File: config.mk
export PLATFORM = sky130hd
export DESIGN_NAME = sha256_round_sequencer_flat
export DESIGN_NICKNAME = d
export VERILOG_FILES = /design/src/rtl/sha256_round_sequencer_pkg.sv /design/src/rtl/sha256_round_sequencer_if.sv /design/src/rtl/sha256_round_sequencer_phase_ctr.sv /design/src/rtl/sha256_round_sequencer.sv /design/src/flat_wrapper.sv
export SDC_FILE = /design/constraint.sdc
export NUM_CORES = 1
export LEC_CHECK = 0
export BUFFER_PORTS_ARGS = -buffer_cell sky130_fd_sc_hd__buf_2
export CORE_MARGIN = 2
export CORE_UTILIZATION = 51
export CTS_BUF_LIST = sky130_fd_sc_hd__clkbuf_8
export DETAILED_ROUTE_END_ITERATION = 10
export GPL_TIMING_DRIVEN = 0
export HOLD_SLACK_MARGIN = 0.12
export PLACE_DENSITY = 0.8
export SLEW_MARGIN = 20
export SYNTH_ARGS = -nofsm -noshare
export SYNTH_HDL_FRONTEND = slang
export SYNTH_SLANG_ARGS = --single-unit
File: constraint.sdc
create_clock -name clk -period 2.3 [get_ports clk]
set_input_delay 0.46 -clock clk [delete_from_list [all_inputs] [get_ports clk]]
set_output_delay 0.46 -clock clk [all_outputs]
set_load 0.1 [all_outputs]
File: src/rtl/sha256_round_sequencer_pkg.sv
// Shared state encoding and SHA-256 sizing constants for the round sequencer.
package sha256_ctrl_pkg;

   localparam int SHA_ROUNDS    = 64;
   localparam int SHA_MSG_WORDS = 16;
   localparam int SHA_RIDX_W    = 6;

   typedef enum logic [2:0] {
      IDLE  = 3'd0,
      LOAD  = 3'd1,
      ROUND = 3'd2,
      FINAL = 3'd3,
      NEXT  = 3'd4,
      DONE  = 3'd5
   } state_e;

endpackage

File: src/rtl/sha256_round_sequencer_if.sv
// Block handshake between the message buffer (master) and the round sequencer (slave).
interface sha256_round_sequencer_if;

   logic blk_valid;
   logic blk_first;
   logic blk_last;
   logic blk_ready;
   logic abort;

   modport master (output blk_valid, output blk_first, output blk_last, output abort,
                   input  blk_ready);
   modport slave  (input  blk_valid, input  blk_first, input  blk_last, input  abort,
                   output blk_ready);

endinterface

File: src/rtl/sha256_round_sequencer_phase_ctr.sv
// Position-within-round counter; o_last strobes on the final phase and commits the round.
module sha256_phase_ctr #(
   parameter int CPR = 3
) (
   input  logic       clk,
   input  logic       rst,
   input  logic       i_clr,
   input  logic       i_en,
   output logic [1:0] o_phase,
   output logic       o_last
);

   logic [1:0] r_phase;
   logic       w_at_last;

   assign w_at_last = (r_phase == 2'(CPR - 1));

   // Phase register: wraps after CPR-1 so the next round starts at phase 0.
   always_ff @(posedge clk or posedge rst) begin
      if (rst) begin
         r_phase <= 2'd0;
      end else if (i_clr) begin
         r_phase <= 2'd0;
      end else if (i_en) begin
         r_phase <= w_at_last ? 2'd0 : r_phase + 2'd1;
      end else begin
         r_phase <= r_phase;
      end
   end

   assign o_phase = r_phase;
   assign o_last  = i_en & w_at_last;

endmodule

File: src/rtl/sha256_round_sequencer.sv
// SHA-256 compression control FSM: block load, 64 rounds, digest feed-forward, done pulse.
// Optional SHA_PERF_CNT_EN adds saturating block and busy-cycle counters.
module sha256_round_sequencer
   import sha256_ctrl_pkg::*;
#(
   parameter int CYCLES_PER_ROUND = 3
) (
   input  logic                     clk,
   input  logic                     rst,
   sha256_round_sequencer_if.slave  blk_bus,
   output logic                     o_init_load,
   output logic                     o_iv_sel,
   output logic [SHA_RIDX_W-1:0]    o_round_idx,
   output logic [1:0]               o_phase,
   output logic                     o_w_from_msg,
   output logic                     o_round_en,
   output logic                     o_digest_upd,
   output logic                     o_busy,
   output logic                     o_done
`ifdef SHA_PERF_CNT_EN
   ,
   output logic [31:0]              o_blk_count,
   output logic [31:0]              o_cyc_count
`endif
);

   state_e                r_state;
   state_e                w_state_seq;
   state_e                w_state_nxt;
   logic                  r_first;
   logic                  r_last;
   logic [SHA_RIDX_W-1:0] r_round_idx;
   logic                  w_ready;
   logic                  w_accept;
   logic                  w_in_round;
   logic                  w_round_en;
   logic                  w_init_load;
   logic                  w_iv_sel;
   logic                  w_digest_upd;
   logic                  w_done;

   assign w_in_round = (r_state == ROUND);
   assign w_ready    = (r_state == IDLE) | (r_state == NEXT);
   // Abort beats a same-cycle handshake so a dropped message cannot restart.
   assign w_accept   = blk_bus.blk_valid & w_ready & ~blk_bus.abort;

   sha256_phase_ctr #(.CPR(CYCLES_PER_ROUND)) u_phase_ctr (
      .clk     (clk),
      .rst     (rst),
      .i_clr   (~w_in_round | blk_bus.abort),
      .i_en    (w_in_round),
      .o_phase (o_phase),
      .o_last  (w_round_en)
   );

   // State register.
   always_ff @(posedge clk or posedge rst) begin
      if (rst) begin
         r_state <= IDLE;
      end else begin
         r_state <= w_state_nxt;
      end
   end

   // Block sideband is latched on accept and held for the whole block.
   always_ff @(posedge clk or posedge rst) begin
      if (rst) begin
         r_first <= 1'b0;
         r_last  <= 1'b0;
      end else if (w_accept) begin
         r_first <= blk_bus.blk_first;
         r_last  <= blk_bus.blk_last;
      end else begin
         r_first <= r_first;
         r_last  <= r_last;
      end
   end

   // Round index: zeroed in LOAD, wraps to 0 naturally on the round-63 commit.
   always_ff @(posedge clk or posedge rst) begin
      if (rst) begin
         r_round_idx <= {SHA_RIDX_W{1'b0}};
      end else if (blk_bus.abort || (r_state == LOAD)) begin
         r_round_idx <= {SHA_RIDX_W{1'b0}};
      end else if (w_round_en) begin
         r_round_idx <= r_round_idx + SHA_RIDX_W'(1);
      end else begin
         r_round_idx <= r_round_idx;
      end
   end

   // Next-state and strobe decode.
   always_comb begin
      w_state_seq  = r_state;
      w_init_load  = 1'b0;
      w_iv_sel     = 1'b0;
      w_digest_upd = 1'b0;
      w_done       = 1'b0;
      case (r_state)
         IDLE, NEXT: begin
            if (w_accept) begin
               w_state_seq = LOAD;
            end else begin
               w_state_seq = r_state;
            end
         end
         LOAD: begin
            w_init_load = 1'b1;
            w_iv_sel    = r_first;
            w_state_seq = ROUND;
         end
         ROUND: begin
            if (w_round_en && (r_round_idx == SHA_RIDX_W'(SHA_ROUNDS - 1))) begin
               w_state_seq = FINAL;
            end else begin
               w_state_seq = ROUND;
            end
         end
         FINAL: begin
            w_digest_upd = ~blk_bus.abort;
            w_state_seq  = r_last ? DONE : NEXT;
         end
         DONE: begin
            w_done      = ~blk_bus.abort;
            w_state_seq = IDLE;
         end
         default: begin
            w_state_seq = IDLE;
         end
      endcase
      if (blk_bus.abort) begin
         w_state_nxt = IDLE;
      end else begin
         w_state_nxt = w_state_seq;
      end
   end

   assign blk_bus.blk_ready = w_ready;
   assign o_init_load       = w_init_load;
   assign o_iv_sel          = w_iv_sel;
   assign o_round_idx       = r_round_idx;
   assign o_w_from_msg      = w_in_round & (r_round_idx < SHA_RIDX_W'(SHA_MSG_WORDS));
   assign o_round_en        = w_round_en;
   assign o_digest_upd      = w_digest_upd;
   assign o_busy            = (r_state != IDLE);
   assign o_done            = w_done;

`ifdef SHA_PERF_CNT_EN
   logic [31:0] r_blk_count;
   logic [31:0] r_cyc_count;

   // Saturating counters; deliberately untouched by abort.
   always_ff @(posedge clk or posedge rst) begin
      if (rst) begin
         r_blk_count <= 32'd0;
         r_cyc_count <= 32'd0;
      end else begin
         if (w_digest_upd && (r_blk_count != 32'hFFFF_FFFF)) begin
            r_blk_count <= r_blk_count + 32'd1;
         end else begin
            r_blk_count <= r_blk_count;
         end
         if (o_busy && (r_cyc_count != 32'hFFFF_FFFF)) begin
            r_cyc_count <= r_cyc_count + 32'd1;
         end else begin
            r_cyc_count <= r_cyc_count;
         end
      end
   end

   assign o_blk_count = r_blk_count;
   assign o_cyc_count = r_cyc_count;
`endif

endmodule

File: src/flat_wrapper.sv
// flat-port wrapper written by rule: the top's interface ports become plain ports
module sha256_round_sequencer_flat import sha256_ctrl_pkg::*;
#(
   parameter int CYCLES_PER_ROUND = 3
)
  (clk, rst, o_init_load, o_iv_sel, o_round_idx, o_phase, o_w_from_msg, o_round_en, o_digest_upd, o_busy, o_done, blk_bus_blk_valid, blk_bus_blk_first, blk_bus_blk_last, blk_bus_abort, blk_bus_blk_ready);
  sha256_round_sequencer_if blk_bus_i ();
  input  logic clk;
  input  logic rst;
  output logic o_init_load;
  output logic o_iv_sel;
  output logic [SHA_RIDX_W-1:0] o_round_idx;
  output logic [1:0] o_phase;
  output logic o_w_from_msg;
  output logic o_round_en;
  output logic o_digest_upd;
  output logic o_busy;
  output logic o_done;
  input wire logic [$bits(blk_bus_i.blk_valid)-1:0] blk_bus_blk_valid;
  input wire logic [$bits(blk_bus_i.blk_first)-1:0] blk_bus_blk_first;
  input wire logic [$bits(blk_bus_i.blk_last)-1:0] blk_bus_blk_last;
  input wire logic [$bits(blk_bus_i.abort)-1:0] blk_bus_abort;
  output wire logic [$bits(blk_bus_i.blk_ready)-1:0] blk_bus_blk_ready;
  assign blk_bus_i.blk_valid = blk_bus_blk_valid;
  assign blk_bus_i.blk_first = blk_bus_blk_first;
  assign blk_bus_i.blk_last = blk_bus_blk_last;
  assign blk_bus_i.abort = blk_bus_abort;
  assign blk_bus_blk_ready = blk_bus_i.blk_ready;
  sha256_round_sequencer #(.CYCLES_PER_ROUND(CYCLES_PER_ROUND)) u_core (.clk(clk), .rst(rst), .blk_bus(blk_bus_i), .o_init_load(o_init_load), .o_iv_sel(o_iv_sel), .o_round_idx(o_round_idx), .o_phase(o_phase), .o_w_from_msg(o_w_from_msg), .o_round_en(o_round_en), .o_digest_upd(o_digest_upd), .o_busy(o_busy), .o_done(o_done));
endmodule
Word level (Yosys, flattened, before mapping)
Cells that the tools add are included.
{"block": "totals", "regBits": 13, "inputBits": 6, "output_inout_bits": 16, "elab_cells": 45}
{"block": "classes", "addsub": 2, "magnitude_cmp": 1, "eq_ne": 8, "n_mux": 14, "bitwise_logic": 8, "reduce_logical": 7}
{"cell": "6-bit two-way mux", "count": 2}
{"cell": "3-bit case mux with 4 select lines", "count": 1}
{"cell": "6-bit by 1-bit adder with 6-bit output (second input constant)", "count": 1}
{"cell": "3-bit by 2-bit == test with 1-bit output (second input constant)", "count": 2}
{"cell": "3-bit == test (second input constant)", "count": 2}
{"cell": "6-bit == test (second input constant)", "count": 1}
{"cell": "6-bit by 5-bit less-than comparator with 1-bit output (second input constant)", "count": 1}
{"cell": "1-bit two-way mux", "count": 6}
{"cell": "2-bit two-way mux", "count": 3}
{"cell": "3-bit two-way mux", "count": 2}
{"cell": "1-bit bitwise AND", "count": 4}
{"cell": "2-bit nonzero test", "count": 2}
{"cell": "3-bit by 1-bit == test with 1-bit output (second input constant)", "count": 1}
{"cell": "3-bit zero test", "count": 1}
{"cell": "3-bit by 2-bit != test with 1-bit output (second input constant)", "count": 1}
{"cell": "3-bit nonzero test", "count": 1}
{"cell": "2-bit by 1-bit adder with 2-bit output (second input constant)", "count": 1}
{"cell": "2-bit == test (second input constant)", "count": 1}
{"cell": "1-bit inverter", "count": 2}
{"cell": "1-bit OR", "count": 2}
{"cell": "2-bit OR reduction", "count": 1}
{"cell": "1-bit logical AND", "count": 1}
{"cell": "1-bit logical OR", "count": 1}

Longest topological paths before layout
Gate-level depths: netlist of run 1.
{"block": "depth", "ltp_word": 7, "ltp_mapped": 6}

Cells and area by module
A second synthesis of run 1 with hierarchy kept.
{"block": "hier_totals", "hier_cells": 71, "hier_area_um2": 676.9}
{"module": "sha256_round_sequencer", "instances": 1, "cells_each": 60, "area_per_inst_um2": 576.8, "seq_area_each_um2": 275.3}
{"module": "sha256_phase_ctr", "instances": 1, "cells_each": 11, "area_per_inst_um2": 100.1, "seq_area_each_um2": 50.0}

Worst setup path after synthesis of run 1
No wires, ideal clock.
{"block": "synth_timing", "path_type": "register to output", "from": "reg u_core.r_state[1]", "to": "out o_iv_sel", "t_arrival_ns": 3.736, "setup_slack_ns": -1.896, "stages_incl_launch_ff": 4, "cell_sequence": "dfrtp_1 -> buf_4 -> nor3b_1 -> and2_1"}
{"block": "synth_between", "elab_chain_cells": 2}
{"element": "start, declared", "line_no": "sha256_round_sequencer.sv:27", "source": "state_e r_state;"}
{"element": "start signal, assigned", "line_no": "sha256_round_sequencer.sv:61", "source": "r_state <= w_state_nxt;"}
{"element": "3-bit by 1-bit == test with 1-bit output", "line_no": "sha256_round_sequencer.sv:99", "source": "case (r_state)"}
{"element": "1-bit two-way mux", "line_no": "sha256_round_sequencer.sv:99"}
{"element": "end, declared", "line_no": "flat_wrapper.sv:11", "source": "output logic o_iv_sel;"}
Every way passes these cells.

Worst setup path in the final report of run 1
{"block": "layout_timing", "from": "reg u_core.r_state[0]", "to": "out o_round_en"}
{"block": "layout_between", "elab_chain_cells": 2}
{"element": "3-bit by 2-bit == test with 1-bit output", "line_no": "sha256_round_sequencer.sv:42", "source": "assign w_in_round = (r_state == ROUND);"}
{"element": "1-bit bitwise AND", "line_no": "sha256_round_sequencer_phase_ctr.sv:32", "source": "assign o_last = i_en & w_at_last;"}
{"element": "end, declared", "line_no": "flat_wrapper.sv:15", "source": "output logic o_round_en;"}
Every way passes these cells.

==> flow_metrics.env, run 1 <==
export IMPL_start_util_pct=53.8
export IMPL_switching_share_pct=49.0
export IMPL_synth_edf_count=0
export IMPL_met3_length_um=62
export IMPL_crit_family="buffers and inverters"
export IMPL_setup_worst_path_start_class="flop"
export IMPL_grt_overflow=0
export IMPL_startpoint="u_core.r_state[0]"
export IMPL_ys_seq_elements=13
export IMPL_hold_viol=0
export IMPL_synth_fp_nets=80
export IMPL_crit_required_ps=1840
export IMPL_synth_area_per_cell_um2=9.48
export IMPL_postCtsHoldBufs=0
export IMPL_cts_sinks=13
export IMPL_power_density_mw_per_mm2=1070
export IMPL_cp_slowest_cell="or3b_4"
export IMPL_row_count=13
export IMPL_total_power_w=0.00101
export IMPL_ir_drop_mv=0.846
export IMPL_crit_path_end_kind="primary output"
export IMPL_slowest_delay_ps=440
export IMPL_p_sw_w=0.000494
export IMPL_crit_cells=5
export IMPL_cts_root_buf="clkbuf_8"
export IMPL_p_leak_nw=0.424
export IMPL_ys_async_sr_fraction_pct=100
export IMPL_drive_gt1_share_pct=35.4
export IMPL_wl_met2_um=712
export IMPL_critPathKind="flop to primary output"
export IMPL_ys_seq_area_share_pct=47.0
export IMPL_finClkSkew_ps=1.87
export IMPL_gp_congestion=0.751
export IMPL_critPathBufInv=3
export IMPL_place_ws_ps=42.7
export IMPL_final_max_slew_viol_count=0
export IMPL_wl_per_cell_um=14.2
export IMPL_cts_inserted_buffers=3
export IMPL_final_cell_mix="buf_2 (18), dfrtp_1 (13), a21oi_1 (7), inv_1 (6)"
export IMPL_grt_max_degree=14
export IMPL_status="completed"
export IMPL_dr_pass1_iters=4
export IMPL_tightest_slew_ps=484
export IMPL_grtUsageTotal_pct=23.8
export IMPL_grt_pass1_wl_um=2440
export IMPL_drt_antenna_violating_nets=0
export IMPL_setup_tns_ps=0
export IMPL_drt_iter0_drc=11
export IMPL_clock_power_share_pct=20.8
export IMPL_r2r_start="u_core.r_state[0]"
export IMPL_antennaDiodeCount=0
export IMPL_post_cts_buffers=0
export IMPL_relSlewSlack_pct=67.3
export IMPL_reg2regPathDepth=4
export IMPL_synth_cells=73
export IMPL_clock_fmax_mhz=448
export IMPL_path_cells="buf_6 > or3b_4 > clkbuf_8 > nor2_4 > buf_4"
export IMPL_pin_count=22
export IMPL_antenna_found_initial=0
export IMPL_grt_setup_unrepaired="no"
export IMPL_wl_met1_um=752
export IMPL_grt_pass1_vias=538
export IMPL_cts_tree="built"
export IMPL_clkTransAtPathRegs_ps=60
export IMPL_wl_um=1580
export IMPL_finalCritPeriodShare_pct=97.1
export IMPL_die_area_mm2=0.00167
export IMPL_period_minus_slack_ps=2230
export IMPL_cp_endpoint="o_round_en"
export IMPL_vias=624
export IMPL_highest_signal_layer="met4"
export IMPL_setup_viol=0
export IMPL_finish_utilization_pct=73.0
export IMPL_final_common_cell="buf_2"
export IMPL_ys_warn_count=0
export IMPL_hold_slack_ps=221
export IMPL_fill_cells=105
export IMPL_fin_ws_ps=65.6
export IMPL_ys_types=30
export IMPL_die_h_um=40.8
export IMPL_vias_per_cell=5.62
export IMPL_cap_violations=0
export IMPL_r2r_end="u_core.o_round_idx[3]"
export IMPL_p_seq_share_pct=27.2
export IMPL_port_buffers=20
export IMPL_area_growth_syn_to_layout_pct=35.6
export IMPL_cp_max_fo=10
export IMPL_netlist_area_um2=692
export IMPL_synth_flop_cell="dfrtp_1"
export IMPL_clock_latency_ps=250
export IMPL_worstPathArrival_ps=1770
export IMPL_dpl_hpwl_um=1110
export IMPL_drc=0
export IMPL_r2r_slack_ps=600
export IMPL_die_w_um=40.8
export IMPL_clock_path_buffers=2
export IMPL_combPwrFrac_pct=51.9
export IMPL_layout_nets=104
export IMPL_core_mm2=0.00128
export IMPL_hold_class="input pin to asynchronous set/reset pin"
export IMPL_h_tree_depth=1
export IMPL_power_internal_w=0.000514
timing repair:
item | CTS | global route
pin swaps | 0 | 1
gates resized for setup | 7 | 0
endpoints found under the setup margin | 2 | 1
worst register-to-register path: stages, from the launching register on:
cell	delay, ps
dfrtp_1	370
buf_6	130
or3b_4	440
or4_1	520
a21oi_1	160
power by group through the flow:
| stage | clock network, W | logic (W) | registers [W] |
|---|---|---|---|
| 6_report | 0.000210 | 0.000523 | 0.000275 |
| 5_1_grt | 0.000221 | 0.000547 | 0.000279 |
| 4_1_cts | 0.000211 | 0.000526 | 0.000276 |
| 3_5_place_dp | 0 | 0.000501 | 0.000278 |
| 3_3_place_gp | 0 | 0.000497 | 0.000275 |
| 2_1_floorplan | 0 | 0.000419 | 0.000294 |
cell usage after synthesis (2+ instances only):
master,instances,share of area (%)
a21oi_1,7,5.1
clkbuf_1,2,1.1
dfrtp_1,13,47
inv_1,5,2.7
nand3_1,3,2.2
nand3b_1,2,2.2
nor2_1,4,2.2
nor3_1,3,2.2
nor4b_1,2,2.5
o21ai_0,3,2.2
o31ai_1,4,4.3
or3_1,4,3.6
or4_1,4,4.3
cell families (layout without fill, tap and decap cells):
| kind of cell | Yosys count | in the layout | share of synthesized area (%) |
|---|---|---|---|
| AND/OR/NAND/NOR | 31 | 31 | 28.4 |
| multiplexers | 1 | 1 | 1.63 |
| AO/OA/AOI/OAI | 15 | 15 | 13.0 |
| flip-flops | 13 | 13 | 47.0 |
| adder cells (fa/ha/maj) | 1 | 1 | 1.81 |
| XOR/XNOR | 1 | 1 | 1.27 |
| buffers and inverters | 11 | 34 | 6.87 |
worst min path at each step:
| stage | startpoint | end | slack (ps) | cells after the start |
|---|---|---|---|---|
| final | rst | u_core.o_round_idx[2] | 220 | 2 |
| after global routing | rst | u_core.o_round_idx[1] | 290 | 2 |
| after global placement | u_core.u_phase_ctr.o_phase[0] | u_core.u_phase_ctr.o_phase[0] | 460 | 1 |
| after floorplan | rst | u_core.o_round_idx[0] | 340 | 1 |
| after CTS | rst | u_core.o_round_idx[3] | 250 | 2 |
| after detailed placement | u_core.u_phase_ctr.o_phase[0] | u_core.u_phase_ctr.o_phase[0] | 470 | 1 |
metrics by stage:
stage | area [um2] | instances
2_1_floorplan | 756 | 73
6_report | 938 | 111
3_5_place_dp | 875 | 108
4_1_cts | 938 | 111
3_3_place_gp | 875 | 108
5_1_grt | 938 | 111
sequential cells by signal, summed over array words and instances, names as in the netlist:
signal / flops
u_core.r_first: 1
u_core.r_last: 1
u_core.o_round_idx: 6
u_core.r_state: 3
u_core.u_phase_ctr.o_phase: 2
final cells by class:
type / count / area, um2 / share of cell area (%)
plain buffers: 5 / 43.8 / 4.67
clock buffers: 3 / 41.3 / 4.40
clock inverters: 1 / 3.75 / 0.400
inverters: 5 / 18.8 / 2.00
multi-input cells: 49 / 369 / 39.3
flip-flops and latches: 13 / 325 / 34.7
well taps: 15 / 18.8 / 2.00
repair buffers: 20 / 118 / 12.5
metal layers:
metal	vias up	GRT usage, %
li1	311	-
met1	291	31.1
met2	17	33.2
met3	5	6.52
met4	0	17.5
met5	-	0
Power figures use the tool's default switching activity.
==> run 2: changes to the inputs <==
- CORE_MARGIN: 2 -> unset
==> run 2 against run 1 <==
Net effect: sequential power is essentially flat; setup slack gained 6.5 ps; sequential share of layout area shrank 0.28 points; maximum frequency grew 0.29%; largest power group unchanged.
==> flow_metrics.env, run 2 (synthesis results as in run 1) <==
export IMPL_status="completed"
export IMPL_place_inst=107
export IMPL_crit_required_ps=1840
export IMPL_met3_usage_pct=8.67
export IMPL_clock_fmax_mhz=449
export IMPL_finClkSkew_ps=3.94
export IMPL_cts_tree="built"
export IMPL_grt_overflow=0
export IMPL_cts_root_buf="clkbuf_8"
export IMPL_final_max_slew_viol_count=0
export IMPL_setup_worst_path_start_class="flop"
export IMPL_setup_viol=0
export IMPL_final_cell_mix="buf_2 (18), dfrtp_1 (13), a21oi_1 (7), inv_1 (5)"
export IMPL_total_power_w=0.00102
export IMPL_ir_drop_mv=0.688
export IMPL_drt_antenna_violating_nets=0
export IMPL_largest_reg_flops=6
export IMPL_drive_gt1_share_pct=37.1
export IMPL_grt_setup_unrepaired="no"
export IMPL_h_tree_depth=1
export IMPL_area_growth_syn_to_layout_pct=36.7
export IMPL_final_cells=111
export IMPL_vias_per_cell=5.95
export IMPL_finish_utilization_pct=79.7
export IMPL_start_util_pct=58.3
export IMPL_grt_pass1_wl_um=2810
export IMPL_clock_path_buffers=2
export IMPL_worstPathArrival_ps=1770
export IMPL_vias=660
export IMPL_period_minus_slack_ps=2230
export IMPL_grtUsageTotal_pct=28.8
export IMPL_met2_usage_pct=48.8
export IMPL_drt_iter0_drc=22
export IMPL_finalCritPeriodShare_pct=96.9
export IMPL_crit_path_end_kind="primary output"
export IMPL_die_h_um=38.8
export IMPL_setup_tns_ps=0
export IMPL_core_mm2=0.00119
export IMPL_row_count=12
export IMPL_layout_nets=105
export IMPL_final_common_cell="buf_2"
export IMPL_cts_sinks=13
export IMPL_clock_latency_ps=250
export IMPL_dr_pass1_iters=4
export IMPL_cap_violations=0
export IMPL_p_leak_nw=0.427
export IMPL_hold_class="input pin to asynchronous set/reset pin"
export IMPL_power_density_mw_per_mm2=1080
export IMPL_port_buffers=20
export IMPL_cts_inserted_buffers=3
export IMPL_die_w_um=38.8
export IMPL_met1_usage_pct=34.1
export IMPL_antennaDiodeCount=0
export IMPL_drc=0
export IMPL_relSlewSlack_pct=66.7
export IMPL_grt_max_degree=14
export IMPL_clkTransAtPathRegs_ps=60
export IMPL_grt_pass1_vias=614
export IMPL_pin_count=22
export IMPL_wl_per_cell_um=15.5
export IMPL_die_area_mm2=0.00151
export IMPL_top_usage_layer="met2"
export IMPL_tightest_slew_ps=492
export IMPL_wl_um=1720
export IMPL_antenna_found_initial=0
export IMPL_cp_max_fo=10
export IMPL_critPathKind="flop to primary output"
export IMPL_hold_viol=0
export IMPL_gp_congestion=0.751
export IMPL_dpl_hpwl_um=1210
run 2: repair_timing:
item / 4_1_cts / 5_1_grt
setup endpoints to repair: 2 / 2
pin swaps: 0 / 1
hold buffers: 0 / 0
gates resized for setup: 7 / 0
setup buffers: 0 / 1
run 2: cell type report:
cell class	instances	area (um2)
multi-input cells	49	369
flip-flops and latches	13	325
fillers	85	240
repair buffers	21	125
plain buffers	5	43.8
clock buffers	3	41.3
inverters	5	18.8
well taps	14	17.5
clock inverters	1	5.00
run 2: power by group:
| group | leakage (nW) | switching [W] | internal, W |
|---|---|---|---|
| Combinational | 0.225 | 0.000390 | 0.000143 |
| Clock | 0.0255 | 0.0000923 | 0.000120 |
| Sequential | 0.176 | 0.0000160 | 0.000258 |
run 2: metrics by stage:
step	hold slack, ps	area, um2	setup WS (ps)
2_1_floorplan	337	756	-395
3_3_place_gp	469	873	55.8
3_5_place_dp	485	873	0.878
4_1_cts	235	938	28.2
5_1_grt	259	946	4.01
6_report	212	946	72.1
run 2: path summary, 6_finish.rpt:
path	startpoint	cells past startpoint	to	slack (ps)
worst min-delay path	rst	2	u_core.o_round_idx[3]	210
worst max-delay path	u_core.r_state[0]	5	o_round_en	70
max in group asynchronous	rst	2	u_core.r_state[2]	1760
min in group clk	blk_bus_blk_last	3	u_core.r_last	430
worst max register to register	u_core.r_state[0]	5	u_core.o_round_idx[3]	480
worst min register to register	u_core.u_phase_ctr.o_phase[0]	1	u_core.u_phase_ctr.o_phase[0]	500
run 2: worst max-delay path, stage by stage, from the launching register on:
cell	delay (ps)
dfrtp_1	370
buf_6	140
or3b_4	430
clkbuf_8	190
nor2_4	90
buf_4	290
run 2: per-layer routing:
layer,vias up,share of wire (%)
met4,0,0.81
met5,-,0
met1,305,42
met2,38,50
met3,2,6.8
li1,315,-
==> run 3: changes to the inputs <==
- CORE_UTILIZATION: 51 -> 48
- CTS_BUF_LIST: sky130_fd_sc_hd__clkbuf_8 -> unset
- PLACE_DENSITY: 0.8 -> 0.76
==> run 3 against run 2 <==
Net effect: register-to-register slack gained 110 ps; wire length shrank 12%; largest cell class unchanged; die area grew 5.9%; critical path type unchanged; largest power group unchanged; global-route usage fell by 7.7 points; total power down 8.2%; combinational power fell by 2%; first-iteration DRC count down 50%; cell area down 2.4%; setup slack lost 8.2 ps; core utilization fell by 9.7 points.
==> flow_metrics.env, run 3 (synthesis results as in run 1) <==
export IMPL_area_growth_syn_to_layout_pct=33.5
export IMPL_cts_sinks=13
export IMPL_r2r_slack_ps=590
export IMPL_hold_viol=0
export IMPL_grt_overflow=0
export IMPL_cts_root_buf="clkbuf_4"
export IMPL_final_max_slew_viol_count=0
export IMPL_port_buffers=20
export IMPL_reg2regPathDepth=4
export IMPL_final_common_cell="buf_2"
export IMPL_drt_antenna_violating_nets=0
export IMPL_r2r_start="u_core.r_state[0]"
export IMPL_core_mm2=0.00132
export IMPL_period_minus_slack_ps=2240
export IMPL_die_area_mm2=0.00160
export IMPL_tightest_slew_ps=500
export IMPL_hold_slack_ps=196
export IMPL_setup_viol=0
export IMPL_ir_drop_mv=0.483
export IMPL_status="completed"
export IMPL_clock_fmax_mhz=447
export IMPL_clock_latency_ps=270
export IMPL_cp_max_fo=10
export IMPL_crit_required_ps=1840
export IMPL_p_leak_nw=0.412
export IMPL_hold_class="input pin to asynchronous set/reset pin"
export IMPL_dpl_hpwl_um=1060
export IMPL_wl_per_cell_um=13.6
export IMPL_finalCritPeriodShare_pct=97.2
export IMPL_setup_worst_path_start_class="flop"
export IMPL_clock_path_buffers=2
export IMPL_row_count=13
export IMPL_vias_per_cell=5.70
export IMPL_pin_count=22
export IMPL_relSlewSlack_pct=66.6
export IMPL_postCtsHoldBufs=0
export IMPL_die_w_um=40.0
export IMPL_place_ws_ps=37.1
export IMPL_drive_gt1_share_pct=35.4
export IMPL_vias=633
export IMPL_fin_ws_ps=63.9
export IMPL_slowest_delay_ps=440
export IMPL_cts_inserted_buffers=3
export IMPL_critPathKind="flop to primary output"
export IMPL_cap_violations=0
export IMPL_power_density_mw_per_mm2=1010
export IMPL_largest_reg_flops=6
export IMPL_finish_utilization_pct=70.1
export IMPL_grt_max_degree=14
export IMPL_r2r_end="u_core.o_round_idx[3]"
export IMPL_drt_iter0_drc=11
export IMPL_wl_um=1510
export IMPL_gp_congestion=0.696
export IMPL_post_cts_buffers=0
export IMPL_drc=0
export IMPL_cts_tree="built"
export IMPL_finClkSkew_ps=0.622
export IMPL_cp_slowest_cell="or3b_4"
export IMPL_grtUsageTotal_pct=21.1
export IMPL_grt_pass1_vias=502
export IMPL_setup_tns_ps=0
export IMPL_fill_cells=113
export IMPL_die_h_um=40.0
export IMPL_crit_path_end_kind="primary output"
export IMPL_h_tree_depth=1
export IMPL_start_util_pct=52.5
export IMPL_path_cells="buf_6 > or3b_4 > clkbuf_8 > nor3_4 > buf_12"
export IMPL_layout_nets=104
export IMPL_place_inst=108
export IMPL_antennaDiodeCount=0
export IMPL_final_cell_mix="buf_2 (18), dfrtp_1 (13), a21oi_1 (7), inv_1 (5)"
export IMPL_antenna_found_initial=0
export IMPL_final_cells=111
export IMPL_grt_setup_unrepaired="no"
export IMPL_worstPathArrival_ps=1780
export IMPL_clkTransAtPathRegs_ps=80
export IMPL_dr_pass1_iters=4
export IMPL_grt_pass1_wl_um=2200
## run 3: cell types whose count changed in the layout (fill, tap and decap cells not counted)
cell	previous run	this run
buf_4	2	0
buf_6	2	3
clkbuf_1	1	2
clkbuf_4	0	3
clkbuf_8	4	1
clkinv_2	1	0
## run 3: area by class of cell
type	instances	area [um2]	area share [%]
Sequential cell	13	325	35.2
Inverter	5	18.8	2.03
Timing Repair Buffer	20	121	13.1
Tap cell	15	18.8	2.03
Buffer	5	43.8	4.74
Multi-Input combinational cell	49	369	40.0
Clock buffer	4	26.3	2.85
## run 3: how the worst max path moves through the flow
| stage | from | endpoint | cells after the start |
|---|---|---|---|
| CTS | u_core.r_state[0] | o_w_from_msg | 5 |
| detailed placement | u_core.r_state[0] | o_w_from_msg | 6 |
| global placement | u_core.r_state[0] | o_w_from_msg | 6 |
| finish | u_core.r_state[0] | o_w_from_msg | 5 |
| global route | u_core.r_state[0] | o_w_from_msg | 5 |
| floorplan | u_core.r_state[1] | o_iv_sel | 3 |
## run 3: timing repair
action | 4_1_cts | 5_1_grt
pin swaps | 0 | 1
endpoints found under the setup margin | 2 | 2
gates resized for setup | 6 | 2
## run 3: worst max-delay path, delay by kind of cell (launching register included)
kind                   cells  cell delay [ps]
flip-flops                 1              390
buffers and inverters      3              530
AND/OR/NAND/NOR            2              590
## run 3: stage by stage
| stage | power, W | instance area (um2) |
|---|---|---|
| after floorplan | 0.000713 | 756 |
| after global placement | 0.000773 | 875 |
| after detailed placement | 0.000779 | 875 |
| after CTS | 0.000939 | 916 |
| after global routing | 0.000983 | 923 |
| final | 0.000936 | 923 |
## run 3: per-layer routing
metal,track usage (%),vias up,wire [um],part of all wire [%]
li1,-,312,-,-
met1,30.8,303,741,49
met2,29.8,16,699,46
met3,5.00,2,61,4.0
met4,7.76,0,8,0.53
met5,0,-,0,0
## run 3: power breakdown
part	switching (W)	total, W	internal, W
Clock	0.0000754	0.000142	0.0000671
Combinational	0.000383	0.000521	0.000137
Sequential	0.0000154	0.000273	0.000257
